### config.mk
export PLATFORM = sky130hd
export DESIGN_NAME = wb_write_arbiter
export DESIGN_NICKNAME = d
export VERILOG_FILES = /design/src/rtl/wb_write_arbiter.sv
export SDC_FILE = /design/constraint.sdc
export NUM_CORES = 1
export LEC_CHECK = 0
export ABC_AREA = 1
export BUFFER_PORTS_ARGS = -buffer_cell sky130_fd_sc_hd__buf_2
export CAP_MARGIN = 20
export CORE_MARGIN = 3
export CORE_UTILIZATION = 50
export DETAILED_ROUTE_END_ITERATION = 8
export GPL_TIMING_DRIVEN = 0
export PLACE_DENSITY = 0.71
export SLEW_MARGIN = 40
export SYNTH_ARGS = -nofsm -noshare
export SYNTH_HDL_FRONTEND = slang
export SYNTH_SLANG_ARGS = --single-unit
### constraint.sdc
create_clock -name clk -period 9 [get_ports clk]
set_input_delay 1.8 -clock clk [delete_from_list [all_inputs] [get_ports clk]]
set_output_delay 1.8 -clock clk [all_outputs]
set_load 0.05 [all_outputs]
### src/rtl/wb_write_arbiter.sv
// rtl/wb_write_arbiter.sv - register-file write-port arbiter: ALU priority, buffered MDU results
// The ALU wins every cycle it writes a non-zero register; MDU results wait in a small FIFO.
module wb_write_arbiter #(
    parameter int DEPTH = 4
) (
    input  logic                     clk,
    input  logic                     rst,
    input  logic                     alu_valid,
    input  logic [4:0]               alu_reg,
    input  logic [31:0]              alu_data,
    input  logic                     mdu_valid,
    output logic                     mdu_ready,
    input  logic [4:0]               mdu_reg,
    input  logic [31:0]              mdu_data,
    output logic                     RegWrite,
    output logic [4:0]               write_reg,
    output logic [31:0]              write_data,
    input  logic [4:0]               query1,
    input  logic [4:0]               query2,
    output logic                     pend1,
    output logic                     pend2,
    output logic [$clog2(DEPTH):0]   occupancy
);

    localparam int PW = $clog2(DEPTH);
    localparam int OW = PW + 1;

    logic [PW-1:0]    rd_ptr_q, rd_ptr_d;
    logic [PW-1:0]    wr_ptr_q, wr_ptr_d;
    logic [OW-1:0]    occ_q, occ_d;
    logic [DEPTH-1:0] vld_q, vld_d;
    logic [4:0]       ent_reg_q  [DEPTH];
    logic [4:0]       ent_reg_d  [DEPTH];
    logic [31:0]      ent_data_q [DEPTH];
    logic [31:0]      ent_data_d [DEPTH];
    logic             regwrite_q, regwrite_d;
    logic [4:0]       wreg_q, wreg_d;
    logic [31:0]      wdata_q, wdata_d;

    logic             alu_sel;
    logic             push;
    logic             pop;
    logic [DEPTH-1:0] hit1;
    logic [DEPTH-1:0] hit2;

    always_comb begin
        alu_sel   = alu_valid && (alu_reg != 5'd0);
        mdu_ready = (occ_q != OW'(DEPTH));
        // reg-0 results complete the handshake but are never stored
        push      = mdu_valid && mdu_ready && (mdu_reg != 5'd0);
        pop       = !alu_sel && (occ_q != '0);

        rd_ptr_d   = rd_ptr_q;
        wr_ptr_d   = wr_ptr_q;
        occ_d      = occ_q;
        vld_d      = vld_q;
        ent_reg_d  = ent_reg_q;
        ent_data_d = ent_data_q;
        regwrite_d = 1'b0;
        wreg_d     = wreg_q;
        wdata_d    = wdata_q;

        if (push) begin
            ent_reg_d[wr_ptr_q]  = mdu_reg;
            ent_data_d[wr_ptr_q] = mdu_data;
            vld_d[wr_ptr_q]      = 1'b1;
            wr_ptr_d             = wr_ptr_q + 1'b1;
        end
        if (pop) begin
            vld_d[rd_ptr_q] = 1'b0;
            rd_ptr_d        = rd_ptr_q + 1'b1;
        end
        case ({push, pop})
            2'b10:   occ_d = occ_q + 1'b1;
            2'b01:   occ_d = occ_q - 1'b1;
            default: occ_d = occ_q;
        endcase

        if (alu_sel) begin
            regwrite_d = 1'b1;
            wreg_d     = alu_reg;
            wdata_d    = alu_data;
        end else if (pop) begin
            regwrite_d = 1'b1;
            wreg_d     = ent_reg_q[rd_ptr_q];
            wdata_d    = ent_data_q[rd_ptr_q];
        end
    end

    // A register is pending while its write sits in the buffer or on the output stage.
    always_comb begin
        hit1 = '0;
        hit2 = '0;
        for (int i = 0; i < DEPTH; i++) begin
            hit1[i] = vld_q[i] && (ent_reg_q[i] == query1);
            hit2[i] = vld_q[i] && (ent_reg_q[i] == query2);
        end
        pend1 = (query1 != 5'd0) && ((regwrite_q && (wreg_q == query1)) || (|hit1));
        pend2 = (query2 != 5'd0) && ((regwrite_q && (wreg_q == query2)) || (|hit2));
    end

    always_ff @(posedge clk or posedge rst) begin
        if (rst) begin
            rd_ptr_q   <= '0;
            wr_ptr_q   <= '0;
            occ_q      <= '0;
            vld_q      <= '0;
            regwrite_q <= 1'b0;
            wreg_q     <= '0;
            wdata_q    <= '0;
            for (int i = 0; i < DEPTH; i++) begin
                ent_reg_q[i]  <= '0;
                ent_data_q[i] <= '0;
            end
        end else begin
            rd_ptr_q   <= rd_ptr_d;
            wr_ptr_q   <= wr_ptr_d;
            occ_q      <= occ_d;
            vld_q      <= vld_d;
            regwrite_q <= regwrite_d;
            wreg_q     <= wreg_d;
            wdata_q    <= wdata_d;
            ent_reg_q  <= ent_reg_d;
            ent_data_q <= ent_data_d;
        end
    end

    assign RegWrite   = regwrite_q;
    assign write_reg  = wreg_q;
    assign write_data = wdata_q;
    assign occupancy  = occ_q;

endmodule

# Yosys cells after proc, flatten, opt, wreduce, memory -nomap -nowiden
# Cells that the tools add are included.
# word_totals
in_bits,88
wordCells,100
regBits,197
# op_classes
n_eq_ne,13
reduce_logical,31
n_lt_le_gt_ge,7
bitwise,5
add_sub_neg,4
mux,25
# op_table
cell,n
2-to-1 mux 32 bit,5
bitwise mux 128 bit,1
binary-select mux 32 bit (select 2 bit),1
demux 32 bit (select 2 bit),1
== test 5 bit,10
2-to-1 mux 5 bit,5
bitwise mux 20 bit,1
nonzero test 5 bit,4
logical AND 1 bit,19
binary-select mux 5 bit (select 2 bit),1
demux 5 bit (select 2 bit),1
2-to-1 mux 4 bit,2
OR reduction 4 bit,2
>= comparator 3 bit (second input constant),2
less-than comparator 2 x 3 -> 1 bit (second input constant),2
inverter 2 -> 3 bit,2
one-hot mux 3 bit (2 select lines),1
adder 2 x 1 -> 2 bit (second input constant),2
bitwise AND 4 bit,1
demux 1 bit (select 2 bit),2
>= comparator 2 x 1 -> 1 bit (second input constant),2
2-to-1 mux 1 bit,4
inverter 4 bit,1
bitwise OR 4 bit,1
other kinds (10),12

# Longest topological paths before layout
# depth
depth_word,8
mapped_depth,12
depth_no_buf,11

# Least setup slack after synthesis
# No wires, ideal clock.
# synth_path
path_type,input port to output port
start,input query1[4]
end,output pend1
path_buffers,1
path_stages,9
slack_ns,4.044
arrival_ns,3.156
t_required_ns,7.200
path_cell_list,clkbuf_1 inv_1 nand2_1 nand2_1 nor2_1 nand3_1 nand3_1 nor2_1 nor2_1
# synth_between
elab_chain_cells,5
elab_cells_between_ends,14
# synth_lines
item,line,source
from (decl),18,"input logic [4:0] query1,"
== test 5 bit,95,hit1[i] = vld_q[i] && (ent_reg_q[i] == query1);
logical AND 1 bit,95,
OR reduction 4 bit,98,pend1 = (query1 != 5'd0) && ((regwrite_q && (wreg_q == query1)) || (|hit1));
logical OR 1 bit,98,
logical AND 1 bit (*),98,
to (decl),20,"output logic pend1,"
# Mark *: on every way between the ends. The rest lies on a longest branch, timed or not.

# Worst setup path after layout
# layout_path
start,input query2[1]
end,output pend2
# layout_between
elab_chain_cells,5
elab_cells_between_ends,14
# layout_lines
item,line,source
from (decl),19,"input logic [4:0] query2,"
== test 5 bit,96,hit2[i] = vld_q[i] && (ent_reg_q[i] == query2);
logical AND 1 bit,96,
OR reduction 4 bit,99,pend2 = (query2 != 5'd0) && ((regwrite_q && (wreg_q == query2)) || (|hit2));
logical OR 1 bit,99,
logical AND 1 bit (*),99,
to (decl),21,"output logic pend2,"
# Marked as above.

==> impl_metrics.json <==
{
  "pin_count": 132,
  "p_per_area_nw_per_um2": 388,
  "yosys_warnings": 0,
  "hold_class": "flop to flop",
  "cts_num_sinks": 197,
  "cts-root-buf": "clkbuf_16",
  "fin_ws_ns": 3.96,
  "layout.cells.non_filler": 1587,
  "initial_utilization": 0.519,
  "core_sq_um": 18300,
  "dr.pass1.iters": 6,
  "drc": 0,
  "p_total_mw": 4.30,
  "clock_latency_ns": 0.44,
  "wl_um": 28200,
  "hpwl_um": 19600,
  "utilization": 0.606,
  "drtIter0Drc": 814,
  "ctsHtreeMaxLevel": 4,
  "place_ws_ns": 4.01,
  "die_h_um": 144,
  "startpoint_type": "input port",
  "die_width_um": 144,
  "fin_nets": 1443,
  "rows": 49,
  "cts_tree": "built",
  "swShare": 0.459,
  "port_buffers": 127,
  "mappedNetlistNets": 1295,
  "dp.cells": 1555,
  "n_fill_cell": 1706,
  "yosysUniqueCellTypes": 30,
  "area_growth_pct": 16.7,
  "setup_violations": 0,
  "cts.repair.resized": 0,
  "critical_path.max_fanout": 8,
  "viasPerCell": 5.53,
  "synth-seq-cells": 197,
  "hold_slack_ns": 0.478,
  "grt_usage": 0.280,
  "grt_max_degree": 70,
  "hold_viol_final": 0,
  "die_area_sq_um": 20700,
  "min_period_ns": 5.04,
  "clock_skew_ns": 0.0111,
  "wl_per_cell_um": 17.8,
  "clkSlewWorstSetupHoldPaths_ns": 0.07,
  "ir_worst_vdd_mv": 0.216,
  "tightest_slew_ns": 0.695,
  "vias": 8776,
  "clk_path_buf_depth": 2,
  "p_switching_mw": 1.97,
  "drive_gt1_frac": 0.158,
  "top_register": "ent_data_q",
  "end_kind": "primary output",
  "rrSetupSlack_ns": 6.66,
  "cts_setup_buffers": 0,
  "period_share": 0.560,
  "globalRoute.totalOverflow": 0,
  "syn-instance-count": 1197,
  "cap_violations": 0,
  "synth_area_per_cell_sq_um": 7.92,
  "fmax_ghz": 0.198,
  "intPower_mw": 2.32,
  "place_congestion": 0.932,
  "path_class": "input port to primary output",
  "largest_reg_flops": 128,
  "combPwrFrac": 0.451,
  "slew_headroom": 0.537,
  "cts_buffers": 17,
  "p_leak_nw": 5.59,
  "antenna_found_initial": 0,
  "slew_viol_final": 0,
  "grt_pass1_vias": 8559,
  "critPathArrivalTime_ns": 3.24,
  "grt_pass1_wl_um": 44900,
  "antenna_cells": 0,
  "pwr-share-clk": 0.182,
  "synthesis.area_sq_um": 9480,
  "power_frac_seq": 0.367,
  "synth-seq-area-share": 0.520,
  "status": "finished clean",
  "cts_hold_buf": 0,
  "rsz0062_at_grt": "false",
  "crit_required_ns": 7.20,
  "postRouteAntennaNets": 0
}
-- synth_stat cells (all sizes together) --
master | count | area [sq um]
nor2 | 116 | 464
nand3 | 57 | 290
and2 | 1 | 8.76
nand3b | 1 | 7.51
buf | 26 | 161
a21oi | 8 | 40.0
ha | 9 | 113
o22ai | 31 | 194
xor2 | 9 | 78.8
nor3 | 3 | 15.0
inv | 86 | 323
nand2 | 365 | 1380
nand4 | 1 | 6.26
a31oi | 3 | 18.8
fa | 1 | 20.0
o21ai | 236 | 1230
xnor2 | 2 | 17.5
clkbuf | 41 | 156
o211ai | 4 | 30.0
dfrtp | 197 | 4930
-- metrics by stage --
step | setup TNS, ns | instance area, sq um
floorplan | 0 | 9480
global placement | -78.23 | 10400
detailed placement | 0 | 10500
CTS | 0 | 11100
global route | 0 | 11100
finish | 0 | 11100
-- routing by layer --
| layer | GRT usage | part of all wire |
|---|---|---|
| met5 | 0 | 0 |
| met2 | 0.449 | 0.47 |
| met1 | 0.382 | 0.43 |
| met3 | 0.0453 | 0.072 |
| met4 | 0.112 | 0.026 |
-- path summary, 6_finish.rpt --
kind                                 from        endpoint  cells past startpoint
max                             query2[1]           pend2                     10
max in group asynchronous             rst  write_data[14]                      3
max reg2reg                  occupancy[2]    occupancy[2]                      9
min reg2reg                ent_data_q[86]  ent_data_q[86]                      2
min in group asynchronous             rst   ent_reg_q[18]                      2
min                        ent_data_q[86]  ent_data_q[86]                      2
-- power groups by stage --
stage | clock (mW) | sequential, mW | combinational [mW]
floorplan | 0 | 1.83 | 1.09
global placement | 0 | 1.57 | 1.88
detailed placement | 0 | 1.57 | 1.92
CTS | 0.786 | 1.57 | 1.93
global route | 0.824 | 1.62 | 2.15
finish | 0.782 | 1.58 | 1.94
-- kinds of logic after synthesis --
family	after synthesis	share of synthesized area
AOI/OAI and AO/OA	282	0.160
xor gates and xnor gates	11	0.0102
adders and majority gates	10	0.0140
buffers and inverters	153	0.0676
DFF	197	0.520
and+or+nand+nor	544	0.229
-- layout make-up --
class                           instances  area, sq um  area share
Sequential cell                       197         4930       0.445
Inverter                               86          330      0.0298
Buffer                                 67          318      0.0287
Clock buffer                           22          484      0.0437
Clock inverter                         10          119      0.0107
Timing Repair Buffer                  129          691      0.0624
Tap cell                              229          287      0.0259
Multi-Input combinational cell        847         3910       0.353
-- worst max-delay path: stages --
cell and delay, ns:
clkbuf_1 0.38, inv_1 0.21, nand2_1 0.10, nand2_1 0.05, nor2_1 0.11, nand3_1 0.11, nand3_1 0.10, nor2_1 0.04
nor2_1 0.07, buf_2 0.27
-- cells in the final DEF, fill, tap and decap left out, types with 5 or more instances in the layout --
master	n
nand3_1	56
o21ai_0	188
a21oi_1	8
xor2_1	9
o22ai_1	31
buf_2	148
buf_6	5
clkbuf_1	40
o21ai_1	35
dfrtp_1	197
clkbuf_16	17
o21ai_2	13
inv_1	79
nor2_1	112
ha_1	9
inv_2	6
nand2_1	364
(Power assumes the default switching activity.)
